==> src/rtl/cpc_ppi_pkg.sv <==
// Shared types and constants for the CPC 8255 PPI bus arbiter.
package cpc_ppi_pkg;

    typedef enum logic [2:0] {
        StIdle,
        StZAcc,
        StZCap,
        StZHold,
        StSAcc,
        StSCap
    } arb_state_e;

    localparam logic [1:0] PPI_PORT_A    = 2'd0;
    localparam logic [1:0] PPI_PORT_B    = 2'd1;
    localparam logic [1:0] PPI_PORT_C    = 2'd2;
    localparam logic [1:0] PPI_CTRL      = 2'd3;
    localparam logic [7:0] PPI_IDLE_DATA = 8'hff;

endpackage

==> src/rtl/ppi_strobe_gen.sv <==
// Timed nCS/nRD/nWR window generator for one PPI access; all pins registered.
module ppi_strobe_gen
    import cpc_ppi_pkg::*;
#(
    parameter int unsigned STROBE_CYC = 2,
    parameter int unsigned CNT_W      = 4
) (
    input  logic       clk,
    input  logic       nreset,
    input  logic       start,
    input  logic       we,
    input  logic [1:0] addr,
    input  logic [7:0] wdata,
    output logic       last,
    output logic       done,
    output logic       ncs,
    output logic [1:0] a,
    output logic       nrd,
    output logic       nwr,
    output logic [7:0] d
);

    logic             active_q;
    logic [CNT_W-1:0] cnt_q;

    always_ff @(posedge clk) begin
        if (!nreset) begin
            active_q <= 1'b0;
            cnt_q    <= '0;
            done     <= 1'b0;
            ncs      <= 1'b1;
            nrd      <= 1'b1;
            nwr      <= 1'b1;
            a        <= PPI_PORT_A;
            d        <= PPI_IDLE_DATA;
        end else begin
            done <= 1'b0;
            if (start) begin
                active_q <= 1'b1;
                cnt_q    <= CNT_W'(STROBE_CYC - 1);
                ncs      <= 1'b0;
                nrd      <= we;
                nwr      <= !we;
                a        <= addr;
                d        <= wdata;
            end else if (active_q) begin
                if (cnt_q == '0) begin
                    // Close the window; address and data stay put for the capture cycle.
                    active_q <= 1'b0;
                    ncs      <= 1'b1;
                    nrd      <= 1'b1;
                    nwr      <= 1'b1;
                    done     <= 1'b1;
                end else begin
                    cnt_q <= cnt_q - CNT_W'(1);
                end
            end
        end
    end

    assign last = active_q && (cnt_q == '0);

endmodule

==> src/rtl/ppi_bus_arbiter.sv <==
// Arbitrates the 8255 PPI register interface between the Z80 I/O bus (priority)
// and the supervisor req/ack port.
module ppi_bus_arbiter
    import cpc_ppi_pkg::*;
#(
    parameter int unsigned STROBE_CYC = 2,
    parameter int unsigned CNT_W      = 4
) (
    input  logic       clk_i,
    input  logic       nreset_i,
    input  logic       z_ncs_i,
    input  logic [1:0] z_a_i,
    input  logic       z_nrd_i,
    input  logic       z_nwr_i,
    input  logic [7:0] z_d_i,
    output logic [7:0] z_d_o,
    output logic       z_wait_o,
    input  logic       s_req_i,
    input  logic       s_we_i,
    input  logic [1:0] s_addr_i,
    input  logic [7:0] s_d_i,
    output logic [7:0] s_d_o,
    output logic       s_ack_o,
    output logic       ppi_ncs_o,
    output logic [1:0] ppi_a_o,
    output logic       ppi_nrd_o,
    output logic       ppi_nwr_o,
    output logic [7:0] ppi_d_o,
    input  logic [7:0] ppi_d_i
);

    arb_state_e state_q, state_d;
    logic       start_q, start_d;
    logic       we_q, we_d;
    logic [1:0] addr_q, addr_d;
    logic [7:0] wdata_q, wdata_d;
    logic       wait_q, wait_d;
    logic [7:0] z_rdata_q, z_rdata_d;
    logic [7:0] s_rdata_q, s_rdata_d;
    logic       ack_q, ack_d;
    logic       z_req;
    logic       strobe_last;
    logic       strobe_done;

    assign z_req = !z_ncs_i && (!z_nrd_i || !z_nwr_i);

    always_comb begin
        state_d   = state_q;
        start_d   = 1'b0;
        we_d      = we_q;
        addr_d    = addr_q;
        wdata_d   = wdata_q;
        wait_d    = wait_q;
        z_rdata_d = z_rdata_q;
        s_rdata_d = s_rdata_q;
        ack_d     = 1'b0;
        unique case (state_q)
            StIdle: begin
                wait_d = 1'b0;
                if (z_req) begin
                    state_d = StZAcc;
                    start_d = 1'b1;
                    we_d    = !z_nwr_i;
                    addr_d  = z_a_i;
                    wdata_d = z_d_i;
                    wait_d  = 1'b1;
                end else if (s_req_i) begin
                    state_d = StSAcc;
                    start_d = 1'b1;
                    we_d    = s_we_i;
                    addr_d  = s_addr_i;
                    wdata_d = s_d_i;
                end
            end
            StZAcc: begin
                if (strobe_last) state_d = StZCap;
            end
            StZCap: begin
                if (strobe_done) begin
                    if (!we_q) z_rdata_d = ppi_d_i;
                    wait_d  = 1'b0;
                    state_d = StZHold;
                end
            end
            StZHold: begin
                // Wait for the Z80 cycle to end so one bus cycle maps to one access.
                if (z_ncs_i || (z_nrd_i && z_nwr_i)) state_d = StIdle;
            end
            StSAcc: begin
                wait_d = z_req;
                if (strobe_last) state_d = StSCap;
            end
            StSCap: begin
                wait_d = z_req;
                if (strobe_done) begin
                    if (!we_q) s_rdata_d = ppi_d_i;
                    ack_d   = 1'b1;
                    state_d = StIdle;
                end
            end
            default: state_d = StIdle;
        endcase
    end

    always_ff @(posedge clk_i) begin
        if (!nreset_i) begin
            state_q   <= StIdle;
            start_q   <= 1'b0;
            we_q      <= 1'b0;
            addr_q    <= PPI_PORT_A;
            wdata_q   <= PPI_IDLE_DATA;
            wait_q    <= 1'b0;
            z_rdata_q <= PPI_IDLE_DATA;
            s_rdata_q <= PPI_IDLE_DATA;
            ack_q     <= 1'b0;
        end else begin
            state_q   <= state_d;
            start_q   <= start_d;
            we_q      <= we_d;
            addr_q    <= addr_d;
            wdata_q   <= wdata_d;
            wait_q    <= wait_d;
            z_rdata_q <= z_rdata_d;
            s_rdata_q <= s_rdata_d;
            ack_q     <= ack_d;
        end
    end

    ppi_strobe_gen #(
        .STROBE_CYC(STROBE_CYC),
        .CNT_W     (CNT_W)
    ) u_strobe_gen (
        .clk   (clk_i),
        .nreset(nreset_i),
        .start (start_q),
        .we    (we_q),
        .addr  (addr_q),
        .wdata (wdata_q),
        .last  (strobe_last),
        .done  (strobe_done),
        .ncs   (ppi_ncs_o),
        .a     (ppi_a_o),
        .nrd   (ppi_nrd_o),
        .nwr   (ppi_nwr_o),
        .d     (ppi_d_o)
    );

    assign z_d_o    = z_rdata_q;
    assign z_wait_o = wait_q;
    assign s_d_o    = s_rdata_q;
    assign s_ack_o  = ack_q;

endmodule

==> config.mk <==
export PLATFORM = sky130hd
export DESIGN_NAME = ppi_bus_arbiter
export DESIGN_NICKNAME = d
export VERILOG_FILES = /design/src/rtl/cpc_ppi_pkg.sv /design/src/rtl/ppi_strobe_gen.sv /design/src/rtl/ppi_bus_arbiter.sv
export SDC_FILE = /design/constraint.sdc
export NUM_CORES = 1
export LEC_CHECK = 0
export ABC_AREA = 1
export BUFFER_PORTS_ARGS = -buffer_cell sky130_fd_sc_hd__buf_2
export CAP_MARGIN = 20
export CORE_ASPECT_RATIO = 0.9
export CORE_MARGIN = 4
export CORE_UTILIZATION = 46
export DETAILED_ROUTE_END_ITERATION = 10
export MAX_ROUTING_LAYER = met4
export PLACE_DENSITY = 0.75
export SYNTH_ARGS = -nofsm -noshare
export SYNTH_HDL_FRONTEND = slang
export SYNTH_HIERARCHICAL = 1
export SYNTH_SLANG_ARGS = --single-unit
==> constraint.sdc <==
create_clock -name clk_i -period 1.5 [get_ports clk_i]
set_clock_uncertainty 0.05 [all_clocks]
set_input_delay 0.15 -clock clk_i [delete_from_list [all_inputs] [get_ports clk_i]]
set_output_delay 0.15 -clock clk_i [all_outputs]
set_load 0.005 [all_outputs]
Word level (Yosys, flattened, before mapping). Cells that the tools add are included.

Register bits after elaboration: 52. Input port bits: 35. Logic and storage cells: 95. Output and inout port bits: 31.

$add $sub $neg: 1. Bitwise logic cells: 4. Multiplexer cells: 32. Reduce and logical (&&, ||, !) cells: 28. Eq/ne operators: 12.

Operators with widths (count): 3-bit 2-to-1 mux (7); 1-bit 2-to-1 mux (19); 3-bit one-hot mux with 6 select lines (1); 8-bit 2-to-1 mux (2); 2-bit AND reduction (7); 2-bit inequality test, second input constant (4); 3-bit by 2-bit equality test with 1-bit output, second input constant (2); 3-bit equality test, second input constant (2); 3-bit AND reduction (2); 6-bit AND reduction (1); 2-bit nonzero test (3); 1-bit logical NOT (4); 4-bit logical NOT (1); 2-bit 2-to-1 mux (2); 2-bit by 1-bit inequality test with 1-bit output, second input constant (2); 1-bit inverter (4); 2-bit OR reduction (2); 4-bit by 1-bit subtractor with 4-bit output, second input constant (1); 3-bit by 1-bit equality test with 1-bit output, second input constant (1); 1-bit logical AND (3); 3-bit logical NOT (1); 3-bit inequality test, second input constant (1); 1-bit one-hot mux with 3 select lines (1); 3-bit nonzero test (1); 2 further kinds (3).

Logic depth before layout (Yosys ltp).
Depth after elaboration: 5. Mapped depth: 11. Depth with buffers taken out: 11.

Modules after synthesis. The synthesis kept the hierarchy.

Modules (own cells, without submodules): ppi_bus_arbiter (area an instance 1472.7 um2, times used 1, seq. area each 660.6 um2, cells an instance 204); ppi_strobe_gen (area an instance 765.7 um2, times used 1, seq. area each 380.4 um2, cells an instance 98).

Least setup slack after synthesis. Ideal clock, no wire load.

Path type: reg2reg. From: register u_strobe_gen.cnt_q[0]. To: register state_q[0]. Data arrival time: 1332 ps. Data required time: 1337 ps. Cell stages (with the launch flop): 12. Setup slack: 5 ps. Cell sequence: dfxtp_1 -> inv_1 -> ha_1 -> nand2_4 -> nor2_8 -> inv_1 -> nand3_1 -> nand2_1 -> nor2_1 -> nand3_1 -> nand2_1 -> nor2_1.

Word-level cells in the longest chain between the ends: 4. Elaborated cells between the ends (all ways): 5.

RTL lines: from (decl) (RTL line ppi_strobe_gen.sv:24) `logic [CNT_W-1:0] cnt_q;`; from (signal assigned) (RTL line ppi_strobe_gen.sv:40) `cnt_q <= CNT_W'(STROBE_CYC - 1);`; from (signal assigned) (RTL line ppi_strobe_gen.sv:55) `cnt_q <= cnt_q - CNT_W'(1);`; 4-bit logical NOT (*) (RTL line ppi_strobe_gen.sv:61) `assign last = active_q && (cnt_q == '0);`; 1-bit logical AND (*) (RTL line ppi_strobe_gen.sv:61); net strobe_last (RTL line ppi_bus_arbiter.sv:42) `logic strobe_last;`; 2-bit inequality test (no source line); 6-bit AND reduction (no source line) (*); to (signal assigned) (RTL line ppi_bus_arbiter.sv:107) `state_q <= StIdle;`; to (signal assigned) (RTL line ppi_bus_arbiter.sv:117) `state_q <= state_d;`; to (decl) (RTL line ppi_bus_arbiter.sv:32) `arb_state_e state_q, state_d;`.

Mark *: on every way through the listed nets, which the timed path passes. The rest lies on a longest branch. A chain may end at the register's enable or synchronous reset.

Worst setup path in the final report.
From: register u_strobe_gen.cnt_q[0]. To: register state_q[1].

The elaborated chain is that of the path after synthesis.

==> impl_metrics.env <==
export IMPL_outcome="complete, no violations"
export IMPL_slew_headroom_pct=71.3
export IMPL_path_delay_family="simple AND/OR/NAND/NOR gates"
export IMPL_port_buffers=65
export IMPL_required_ns=1.64
export IMPL_pre_cts_ws_ns=0.00358
export IMPL_drt_wirelength_per_cell_um=11.9
export IMPL_ys_warnings_count=6
export IMPL_switching_share_pct=36.4
export IMPL_gp_congestion=0.929
export IMPL_grt_use_total_pct=18.8
export IMPL_fin_nets=412
export IMPL_cp_end_kind="flop"
export IMPL_arrival_ns=1.56
export IMPL_synth_main_ff_cell="dfxtp_1"
export IMPL_chipWidth_um=81.5
export IMPL_hp_class="in2reg"
export IMPL_gr_total_overflow=0
export IMPL_core_um2=4580
export IMPL_htree_levels=2
export IMPL_synthTopCellsByArea="dfxtp_1 (47%), nand2_1 (14%), nand3_1 (10%)"
export IMPL_comb_power_share_pct=34.3
export IMPL_multi_input_area_um2=1070
export IMPL_grt_pass1_wl_um=8610
export IMPL_power_density_nw_per_um2=1460
export IMPL_ctsHoldBuffers=0
export IMPL_r2r_worst_path_cells=11
export IMPL_rows=23
export IMPL_postLayoutCellArea_um2=2800
export IMPL_routed_wl_um=5210
export IMPL_p_sw_mw=1.49
export IMPL_clkPwrFrac_pct=20.3
export IMPL_antenna_cells=0
export IMPL_syn_to_final_growth_pct=24.9
export IMPL_hold_path_cell_count=3
export IMPL_timing_final_crit_share_pct=94.3
export IMPL_worstMarginPinSlew_ns=0.430
export IMPL_synth_enable_flop_cells=0
export IMPL_ff_latch_area_um2=1040
export IMPL_ir_worst_vdd_uv=605
export IMPL_vias_per_cell=4.92
export IMPL_drive_gt1_share_pct=32.4
export IMPL_synthMostInstantiatedCell="nand2_1"
export IMPL_crit_slowest_cell="dfxtp_1"
export IMPL_tns_ns=0
export IMPL_detail_route_antenna_nets=0
export IMPL_intPower_mw=2.60
export IMPL_synth_seq_cells=52
export IMPL_cp_max_fo=3
export IMPL_synth_commonest_cells="nand2_1 (86), dfxtp_1 (52), nand3_1 (46)"
export IMPL_ys_seq_area_share_pct=46.5
export IMPL_synth_top_area_share_pct=46.5
export IMPL_netlist_area_um2=2240
export IMPL_setup_viol=0
export IMPL_critPathKind="reg2reg"
export IMPL_path_buf_inv=2
export IMPL_cpMostUsedCell="nand3_1"
export IMPL_pin_count=66
export IMPL_min_period_ns=1.41
export IMPL_yosys_cell_types_count=28
export IMPL_clkSinkCount=52
export IMPL_numCtsBuffers=5
export IMPL_max_cap_viol_count=0
export IMPL_hold_viol=0
export IMPL_final_max_slew_viol_count=0
export IMPL_syn_area_per_cell_um2=7.41
export IMPL_cts_buffer_depth=2
export IMPL_post_cts_buffers=0
export IMPL_grt_max_degree=25
export IMPL_num_vias=2162
export IMPL_dr_first_iter_drc_count=89
export IMPL_start_util_pct=48.9
export IMPL_antenna_found_initial=0
export IMPL_cp_depth=11
export IMPL_die_height_um=74.2
export IMPL_rrSetupSlack_ns=0.09
export IMPL_pwr_share_seq_pct=45.4
export IMPL_cp_cell_sequence="inv_2, ha_4, nand2_4, nor2_8, inv_1, nand3_1, nand2_2, nor2_4, nand3_1, nand2_1, nor2_1"
export IMPL_clkTransAtPathRegs_ns=0.09
export IMPL_leakage_nw=1.37
export IMPL_cts_root_buf="clkbuf_8"
export IMPL_slowest_delay_ns=0.33
export IMPL_nFillCells=423
export IMPL_p_total_mw=4.08
export IMPL_grt_pass1_vias=1990
export IMPL_async_flop_share_pct=0
export IMPL_synthesis_nets=338
export IMPL_cp_start_kind="flop"
export IMPL_cts_tree="done"
export IMPL_drc_errors=0
export IMPL_dpl_hpwl_um=3900
export IMPL_place_area_um2=2670
export IMPL_clk_latency_ns=0.30
export IMPL_drtPass1Iterations=5
export IMPL_netlist_instances=302
export IMPL_max_freq_mhz=707
export IMPL_yosys_area_top_type="dfxtp_1"
export IMPL_worst_slack_ns=0.0861
export IMPL_die_area_um2=6050
repair_timing:
item,4_1_cts,5_1_grt
gates resized for setup,2,9
gates cloned,0,0
pin swaps,0,3
setup endpoints to repair,2,18
power groups by stage:
stage	Combinational [mW]	Clock (mW)	Sequential, mW
global route	1.61	0.896	1.89
detailed placement	1.35	0	1.87
CTS	1.37	0.856	1.84
global placement	1.32	0	1.87
floorplan	1.03	0	1.82
finish	1.40	0.830	1.85
worst register-to-register path, cell delays in order, from the launching register on:
cell and delay [ns]:
dfxtp_1 0.33, inv_2 0.07, ha_4 0.14, nand2_4 0.07, nor2_8 0.09, inv_1 0.06
nand3_1 0.11, nand2_2 0.10, nor2_4 0.11, nand3_1 0.07, nand2_1 0.06, nor2_1 0.04
through the flow:
step,utilization (%),instances,hold slack [ns]
final,61.1,439,0.0173
after global routing,61.1,439,0.0172
after CTS,60.5,439,0.0117
after detailed placement,58.3,431,0.332
after global placement,58.3,431,0.327
after floorplan,-,302,0.226
kinds of logic (layout without fill, tap and decap cells):
kind of cell | Yosys count | in the layout | synth area share (%)
simple gates | 184 | 184 | 37.3
buf+inv | 34 | 109 | 6.82
flops | 52 | 52 | 46.5
compound gates | 31 | 31 | 8.83
fa+ha+maj | 1 | 1 | 0.559
placed cells by master (no fill, tap or decap):
cell      count
a21oi_1       8
a21oi_2       1
a21oi_4       1
a31oi_1       3
buf_2        65
buf_4        12
clkbuf_8      6
clkinv_2      1
dfxtp_1      49
dfxtp_2       3
ha_4          1
inv_1        15
inv_2         9
inv_6         1
nand2_1      85
nand2_2       4
nand2_4       2
nand3_1      46
nand4_1       3
nor2_1       27
nor2_2        3
nor2_4        3
nor2_8        1
nor3_1        2
o211ai_1      8
o21ai_0       7
o21ai_1       2
o21ai_2       1
or2_2         8
routing by layer:
layer / share of wire (%) / track usage, % / wire length (um)
met5: 0 / - / 0
met4: 0.71 / 5.07 / 37
met3: 6.1 / 4.60 / 318
met2: 47 / 30.6 / 2450
met1: 46 / 23.3 / 2410
worst paths after layout:
check,startpoint,to
max,u_strobe_gen/cnt_q[0],state_q[1]
min,ppi_d_i[2],s_d_o[2]
max reg2reg,u_strobe_gen/cnt_q[0],state_q[1]
min reg2reg,z_d_o[6],z_d_o[6]
flip-flops by register name, indices dropped and copies added, names as in the netlist:
name and count:
s_d_o 8, u_strobe_gen/d 8, wdata_q 8, z_d_o 8, u_strobe_gen/cnt_q 4, state_q 3
addr_q 2, u_strobe_gen/a 2, s_ack_o 1, start_q 1, u_strobe_gen/active_q 1, u_strobe_gen/done 1
u_strobe_gen/ncs 1, u_strobe_gen/nrd 1, u_strobe_gen/nwr 1, we_q 1, z_wait_o 1
area by class of cell:
cell class	count	share of cell area [%]
inverter	24	3.22
clock inverter	2	0.492
multi-input combinational	216	38.3
clock buffer	6	2.95
timing repair buffer	77	14.9
tap	62	2.77
sequential	52	37.4
Note: power is estimated with default switching activity, not from simulation.
